File: config.mk
export PLATFORM = sky130hd
export DESIGN_NAME = lsu_mem_if
export DESIGN_NICKNAME = d
export VERILOG_FILES = /design/src/rtl/lsu_mem_if.sv
export SDC_FILE = /design/constraint.sdc
export NUM_CORES = 1
export LEC_CHECK = 0
export BUFFER_PORTS_ARGS = -buffer_cell sky130_fd_sc_hd__buf_4
export CELL_PAD_IN_SITES_DETAIL_PLACEMENT = 0
export CELL_PAD_IN_SITES_GLOBAL_PLACEMENT = 2
export CORE_ASPECT_RATIO = 2
export CORE_MARGIN = 2
export CORE_UTILIZATION = 34
export DETAILED_ROUTE_END_ITERATION = 6
export PLACE_DENSITY_LB_ADDON = 0.1
export SYNTH_ARGS = -nofsm -noshare
export SYNTH_HDL_FRONTEND = slang
export SYNTH_SLANG_ARGS = --single-unit
File: constraint.sdc
create_clock -name clk -period 5.8 [get_ports clk]
set_clock_uncertainty 0.2 [all_clocks]
set_input_delay 0 -clock clk [delete_from_list [all_inputs] [get_ports clk]]
set_output_delay 0 -clock clk [all_outputs]
set_load 0.03 [all_outputs]
File: src/rtl/lsu_mem_if.sv
// Memory-stage load/store unit: turns EX/MEM load/store requests into
// valid/ready data-bus transactions and returns aligned, extended load data.
// The pipeline is held while a transaction is in flight. Misaligned accesses
// and response timeouts are reported as single-cycle pulses.

package lsu_pkg;
    typedef enum logic [3:0] {
        LSU_NOP,
        LSU_LB,
        LSU_LH,
        LSU_LW,
        LSU_LBU,
        LSU_LHU,
        LSU_SB,
        LSU_SH,
        LSU_SW
    } lsuCtrl_e;
endpackage

module lsu_mem_if
    import lsu_pkg::*;
#(
    parameter int RSP_TIMEOUT = 255
) (
    input  logic        clk,
    input  logic        rst_n,
    input  lsuCtrl_e    lsu_ctrl,
    input  logic [31:0] addr,
    input  logic [31:0] store_data,
    output logic        stall,
    output logic [31:0] load_data,
    output logic        done,
    output logic        misalign_err,
    output logic        bus_err,
    output logic        req_valid,
    input  logic        req_ready,
    output logic        req_we,
    output logic [31:0] req_addr,
    output logic [3:0]  req_wstrb,
    output logic [31:0] req_wdata,
    input  logic        rsp_valid,
    input  logic [31:0] rsp_rdata
);

    typedef enum logic [1:0] {S_IDLE, S_REQ, S_RSP, S_DONE} state_e;

    // The counter only has to reach RSP_TIMEOUT-1; when the timeout is
    // disabled it simply wraps and is never compared.
    localparam int CNT_W = (RSP_TIMEOUT > 1) ? $clog2(RSP_TIMEOUT) : 1;
    localparam logic [CNT_W-1:0] TO_LAST = CNT_W'(RSP_TIMEOUT - 1);

    state_e           state_reg;
    logic [CNT_W-1:0] cnt_reg;
    lsuCtrl_e         op_reg;
    logic [1:0]       off_reg;

    logic        is_load;
    logic        is_store;
    logic        is_half;
    logic        is_word;
    logic        op_valid;
    logic        misaligned;
    logic [3:0]  wstrb_next;
    logic [31:0] wdata_next;
    logic [31:0] shifted;
    logic [31:0] extracted;

    assign is_load    = lsu_ctrl inside {LSU_LB, LSU_LH, LSU_LW, LSU_LBU, LSU_LHU};
    assign is_store   = lsu_ctrl inside {LSU_SB, LSU_SH, LSU_SW};
    assign is_half    = lsu_ctrl inside {LSU_LH, LSU_LHU, LSU_SH};
    assign is_word    = lsu_ctrl inside {LSU_LW, LSU_SW};
    assign op_valid   = is_load || is_store;
    assign misaligned = (is_half && addr[0]) || (is_word && (addr[1:0] != 2'b00));

    // Stall and the misalign flag are combinational so the pipeline reacts in
    // the same cycle; both are forced low while reset is held.
    assign stall = rst_n && (((state_reg == S_IDLE) && op_valid && !misaligned) ||
                             (state_reg == S_REQ) || (state_reg == S_RSP));
    assign misalign_err = rst_n && (state_reg == S_IDLE) && misaligned;

    // Replicate the store operand across byte lanes so any enabled lane
    // carries the right byte regardless of offset.
    for (genvar gi = 0; gi < 4; gi++) begin : g_lane
        assign wdata_next[gi*8 +: 8] =
            (lsu_ctrl == LSU_SB) ? store_data[7:0] :
            (lsu_ctrl == LSU_SH) ? store_data[(gi % 2)*8 +: 8] :
                                   store_data[gi*8 +: 8];
    end

    // Byte enables for the captured store; loads carry no strobes.
    always_comb begin
        wstrb_next = 4'b0000;
        case (lsu_ctrl)
            LSU_SB:  wstrb_next = 4'b0001 << addr[1:0];
            LSU_SH:  wstrb_next = 4'b0011 << addr[1:0];
            LSU_SW:  wstrb_next = 4'b1111;
            default: wstrb_next = 4'b0000;
        endcase
    end

    // Move the addressed bytes to the bottom of the word and extend them
    // according to the captured load type.
    assign shifted = rsp_rdata >> {off_reg, 3'b000};

    always_comb begin
        extracted = shifted;
        case (op_reg)
            LSU_LB:  extracted = {{24{shifted[7]}}, shifted[7:0]};
            LSU_LBU: extracted = {24'h0, shifted[7:0]};
            LSU_LH:  extracted = {{16{shifted[15]}}, shifted[15:0]};
            LSU_LHU: extracted = {16'h0, shifted[15:0]};
            default: extracted = shifted;
        endcase
    end

    // Transaction sequencer with registered bus and result outputs.
    always_ff @(posedge clk or negedge rst_n) begin
        if (!rst_n) begin
            state_reg <= S_IDLE;
            cnt_reg   <= '0;
            op_reg    <= LSU_NOP;
            off_reg   <= 2'b00;
            req_valid <= 1'b0;
            req_we    <= 1'b0;
            req_addr  <= 32'h0;
            req_wstrb <= 4'h0;
            req_wdata <= 32'h0;
            load_data <= 32'h0;
            done      <= 1'b0;
            bus_err   <= 1'b0;
        end else begin
            done    <= 1'b0;
            bus_err <= 1'b0;
            case (state_reg)
                S_IDLE: begin
                    if (op_valid && !misaligned) begin
                        req_valid <= 1'b1;
                        req_we    <= is_store;
                        req_addr  <= {addr[31:2], 2'b00};
                        req_wstrb <= wstrb_next;
                        req_wdata <= wdata_next;
                        op_reg    <= lsu_ctrl;
                        off_reg   <= addr[1:0];
                        state_reg <= S_REQ;
                    end
                end
                S_REQ: begin
                    if (req_ready) begin
                        req_valid <= 1'b0;
                        if (req_we) begin
                            // Writes are posted: no response is awaited.
                            done      <= 1'b1;
                            state_reg <= S_DONE;
                        end else begin
                            cnt_reg   <= '0;
                            state_reg <= S_RSP;
                        end
                    end
                end
                S_RSP: begin
                    cnt_reg <= cnt_reg + 1'b1;
                    if (rsp_valid) begin
                        load_data <= extracted;
                        done      <= 1'b1;
                        state_reg <= S_DONE;
                    end else if ((RSP_TIMEOUT != 0) && (cnt_reg == TO_LAST)) begin
                        load_data <= 32'h0;
                        bus_err   <= 1'b1;
                        done      <= 1'b1;
                        state_reg <= S_DONE;
                    end
                end
                default: begin
                    // DONE: inputs are ignored so the finished op is not reissued.
                    state_reg <= S_IDLE;
                end
            endcase
        end
    end

endmodule

Word-level counts from Yosys, hierarchy flattened

Cells that the tools add are included.

Register bits after elaboration: 118
Input port bits: 104
Output and inout port bits: 106
Word-level logic and storage cells: 90

Add/sub/neg operators: 1
Equality and inequality tests: 19
Shift operators: 3
Mux-type cells: 28
Reduce and logical (&&, ||, !) cells: 27

Operators with widths:

| operator                                                        | count |
|---|---|
| 32-bit case mux with 4 select lines                             | 1 |
| 32-bit two-way mux                                              | 2 |
| 8-bit two-way mux                                               | 7 |
| 32-bit by 5-bit >> shifter with 32-bit output                   | 1 |
| 4-bit by 3-bit == test with 1-bit output, second input constant | 6 |
| 8-bit case mux with 2 select lines                              | 1 |
| 4-bit by 2-bit == test with 1-bit output, second input constant | 3 |
| 4-bit case mux with 3 select lines                              | 1 |
| 2-bit nonzero test                                              | 5 |
| 1-bit two-way mux                                               | 9 |
| 3-bit AND reduction                                             | 3 |
| 8-bit by 1-bit adder with 8-bit output, second input constant   | 1 |
| 4-bit by 1-bit == test with 1-bit output, second input constant | 2 |
| 8-bit == test, second input constant                            | 1 |
| 1-bit logical AND                                               | 8 |
| 2-bit two-way mux                                               | 4 |
| 2-bit case mux with 3 select lines                              | 1 |
| 3-bit nonzero test                                              | 2 |
| 5-bit nonzero test                                              | 1 |
| 4-bit == test, second input constant                            | 1 |
| 1-bit logical OR                                                | 4 |
| 2-bit inequality test, second input constant                    | 2 |
| 1-bit case mux with 2 select lines                              | 2 |
| 2-bit AND reduction                                             | 2 |
| 8 further kinds                                                 | 8 |

Logic depth before layout (Yosys ltp)

Depth after elaboration: 9
Gate-level depth with buffers: 8
Depth with buffers taken out: 6

Worst setup path before layout

Ideal clock, no wire load.

Kind: reg2reg
Start point: reg off_reg[1]
End point: reg load_data[18]
Library setup time: 121 ps
Arrival: 1955 ps
Required time: 5479 ps
Path slack: 3524 ps
Cell stages (with the launch flop): 7
Path buffers: 2
Clock period less this slack: 2276 ps
Path through: dfrtp_1 > buf_6 > mux4_2 > or4b_4 > and3_4 > buf_6 > a22o_1

Longest elaborated chain between the ends: 3

RTL lines:

| element                                       | line | source |
|---|---|---|
| start, declared                               | 55   | `logic [1:0] off_reg;` |
| start signal, assigned                        | 143  | `off_reg <= addr[1:0];` |
| 32-bit by 5-bit >> shifter with 32-bit output | 103  | `assign shifted = rsp_rdata >> {off_reg, 3'b000};` |
| 32-bit case mux with 4 select lines           | 107  | `case (op_reg)` |
| 32-bit two-way mux                            | 162  | `if (rsp_valid) begin` |
| end signal, assigned                          | 163  | `load_data <= extracted;` |
| end, declared                                 | 31   | `output logic [31:0] load_data,` |

Every way passes these cells.
A chain may end at the register's enable or synchronous reset.

Worst setup path in the final report

Start point: in lsu_ctrl[0]
End point: reg req_wdata[19]

Longest elaborated chain between the ends: 7
Elaborated cells on any way between the ends: 21
Classes of those cells: 8 x eq/ne; 2 x mux; 11 x reduce/logical

RTL lines:

| element                                                          | line   | source |
|---|---|---|
| start, declared                                                  | 27     | `input lsuCtrl_e lsu_ctrl,` |
| 4-bit by 2-bit == test with 1-bit output (tied with other cells) | 68, 70 |  |
| 3-bit nonzero test or 2-bit nonzero test (tied branches)         | 70, 71 |  |
| 1-bit logical AND                                                | 73     | `assign misaligned = (is_half && addr[0]) \|\| (is_word && (addr[1:0] != 2'b00));` |
| 1-bit logical OR                                                 | 73     |  |
| 1-bit logical NOT                                                | 136    | `if (op_valid && !misaligned) begin` |
| 1-bit logical AND                                                | 136    |  |
| 2-bit AND reduction (no source line)                             | -      |  |
| end signal, assigned                                             | 141    | `req_wdata <= wdata_next;` |
| end, declared                                                    | 40     | `output logic [31:0] req_wdata,` |

Parallel ways exist; a longest one is shown, timed or not.

==> metrics <==
DP Cell Count=885; Synth cell types=52; vias in the first global route=5226; drt wl/cell=17.3 um; Synth Cell Area=0.00590 mm2; violated checks=negative hold slack; WHS=-4.73 ps; post-DR vias/cell=4.92; share of cells above drive strength 1=41.1%; drt drc=0; most used cell, CP=buf_4; Seq cells post-synth=118; largest area contributor in the netlist=dfrtp_1; Power, Total=0.00508 W; Post-Synthesis Cells=between 400 and 500; top cells by area, synth=dfrtp_1 50%, mux2_2 17%, mux2i_1 5.6%, o2bb2ai_1 3.4%, a21oi_1 2.2%; Worst EP required=5890 ps; Row Count=slightly below 70; DIE AREA=roughly 0.018 mm2; GPL Wtd Cong=about 0.74; htree depth=4; Yosys Warn Count=0; Worst Path Buf+Inv=3; global-route wire length before repair=28.6 mm; R2R Path End=load_data[25]; R2R setup slack=between 3000 and 4000 ps; register area share after synthesis=50.1%; initial antenna violation count=0; biggest regs=load_data (32), req_wdata (32), req_addr (30); R2R cell count=6; crit path time final=between 2000 and 3000 ps; Starting Density=between 30% and 40%; CP top delay family=buffers and inverters; CP cell instances=dlygate4sd3_1, buf_4, nand2_1, a221o_1, o21ai_4, buf_4, mux2_2; die height=190 um; clock transition at the registers of the reported paths=approximately 50 ps; Finished Layout Cells=1033; Vias=5084; VDD IR max=around 0.27 mV; cts bufs inserted=17; total power divided by cell area=544 mW/mm2; GR Util All Layers=19.6%; largest net degree at the start of global routing=~70; Worst-Margin Slew=931 ps; Final nets=a little over 900; fin. max-slew vios=0; drt total wl=~18 mm; # diodes=0; DR pass1 iterations=4; # IOs=210; share of the cycle needed by the critical path after routing=48.8%; Crit. path cell count=7; DP HPWL=12.1 mm; later-pin clock latency in the skew report=410 ps; total core area=0.0171 mm2; TritonCTS clock tree=built; Routed Antenna Nets=0; Async SR Flop Fraction=100%; Starting DRT DRC Count=177; critical path class=in -> reg; class of the worst hold path=in -> async; max-cap viol count=0; Crit-path slowest cell=buf_4; worst r2r src=state_reg[0]; Die X=97.1 um; Synth top area share=50.1%; slowest stage delay, CP=770 ps; Post-CTS Setup Bufs=0; CP arrival=2920 ps; CP max FO=67; final setup fails=0; status=finished, violations left; Rel. slew slack=around 38%; ys flop type=dfrtp_1; grt total ovfl=0; CP Capture Type=register; syn avg cell area=11.9 um2; sum of negative setup slack=0 ps; static leakage=4.46 nW; Post-synth EDFFs=0; CTS Root Cell=clkbuf_16; CTS Buffer Depth=2; Worst setup SP type=input port; final hold violation count=4; Clock Sinks=118; FMAX=~350 MHz; most frequent cell after synthesis=dfrtp_1; Synth top cells by count=118 x dfrtp_1, 87 x mux2_2, 33 x mux2i_1, 26 x a21oi_1, 25 x o21ai_0; Synth-to-Final Area Change=58.3%; unrepaired setup endpoints after global routing=false; IO Port Bufs=~210
[layout by cell type, fill, tap and decap left out, drive strengths merged, types with 6 or more instances in the layout]
master       synthesis  routed
dfrtp              118     118
ha                   6       6
a21oi               26      26
o21ai               27      27
mux2i               33      33
nor2                17      17
inv                 21      21
a22o                14      14
dlygate4sd3          0     117
o2bb2ai             23      23
nand2               18      18
buf                 16     214
o2111a               7       7
clkbuf              18      21
a21o                 8       8
clkinv               0       6
mux2                90      90
[power breakdown]
| group | leakage, nW | total [W] | internal (W) | switching [W] |
|---|---|---|---|---|
| Combinational | 2.72 | 0.00262 | 0.00112 | 0.00150 |
| Clock | 0.278 | 0.00102 | 0.000647 | 0.000373 |
| Sequential | 1.45 | 0.00144 | 0.00121 | 0.000233 |
| Total | 4.46 | 0.00508 | 0.00297 | 0.00211 |
[what timing repair did]
item	CTS	global route
setup endpoints to repair	0	0
resized for setup	0	0
hold buffers	117	0
endpoints found under the hold margin	162	0
[cell families after synthesis]
logic type | share of synthesized area [%]
muxes | 23.2
AOI/OAI and AO/OA | 14.8
DFF | 50.1
and+or+nand+nor | 5.96
buffers and inverters | 4.50
adders and majority gates | 1.27
other | 0.0636
xor gates and xnor gates | 0.149
[worst register-to-register path: stages (launching register included)]
cell       delay, ps
dfrtp_1          400
inv_1            100
ha_1             680
nand2_1          420
a21oi_1          270
nand3_1          290
o2bb2ai_1        260
[routing by layer]
layer	GRT usage, %	vias to the layer above	routed length, um
met4	8.61	0	457
met3	4.47	28	820
met2	31.2	143	8820
met1	25.5	2463	7730
met5	0	-	0
li1	-	2450	-
[area by class of cell]
type	instances	area (um2)
Fill cell	1507	7770
Sequential cell	118	2950
Timing Repair Buffer	331	2780
Multi-Input combinational cell	322	2700
Clock buffer	21	460
Tap cell	210	263
Clock inverter	10	105
Inverter	21	78.8
[stage by stage]
| stage | area, um2 | setup WS (ps) | hold slack (ps) | utilization [%] |
|---|---|---|---|---|
| floorplan | 5900 | 3520 | -496 | - |
| global placement | 7600 | 3130 | -79.9 | 44.4 |
| detailed placement | 7600 | 3050 | -80.3 | 44.4 |
| CTS | 9340 | 2970 | 11.3 | 54.6 |
| global route | 9340 | 2820 | 51.1 | 54.6 |
| finish | 9340 | 2970 | -4.73 | 54.6 |
[how the worst max path moves through the flow]
stage                     to  slack, ps    startpoint
2_1_floorplan  load_data[18]       3520    off_reg[1]
3_3_place_gp    req_addr[23]       3130   lsu_ctrl[0]
3_5_place_dp   load_data[25]       3050  state_reg[0]
4_1_cts         req_addr[15]       2970   lsu_ctrl[0]
5_1_grt        load_data[31]       2820  state_reg[0]
6_report       req_wdata[19]       2970   lsu_ctrl[0]
No activity file was read; power rests on OpenSTA's default activity.
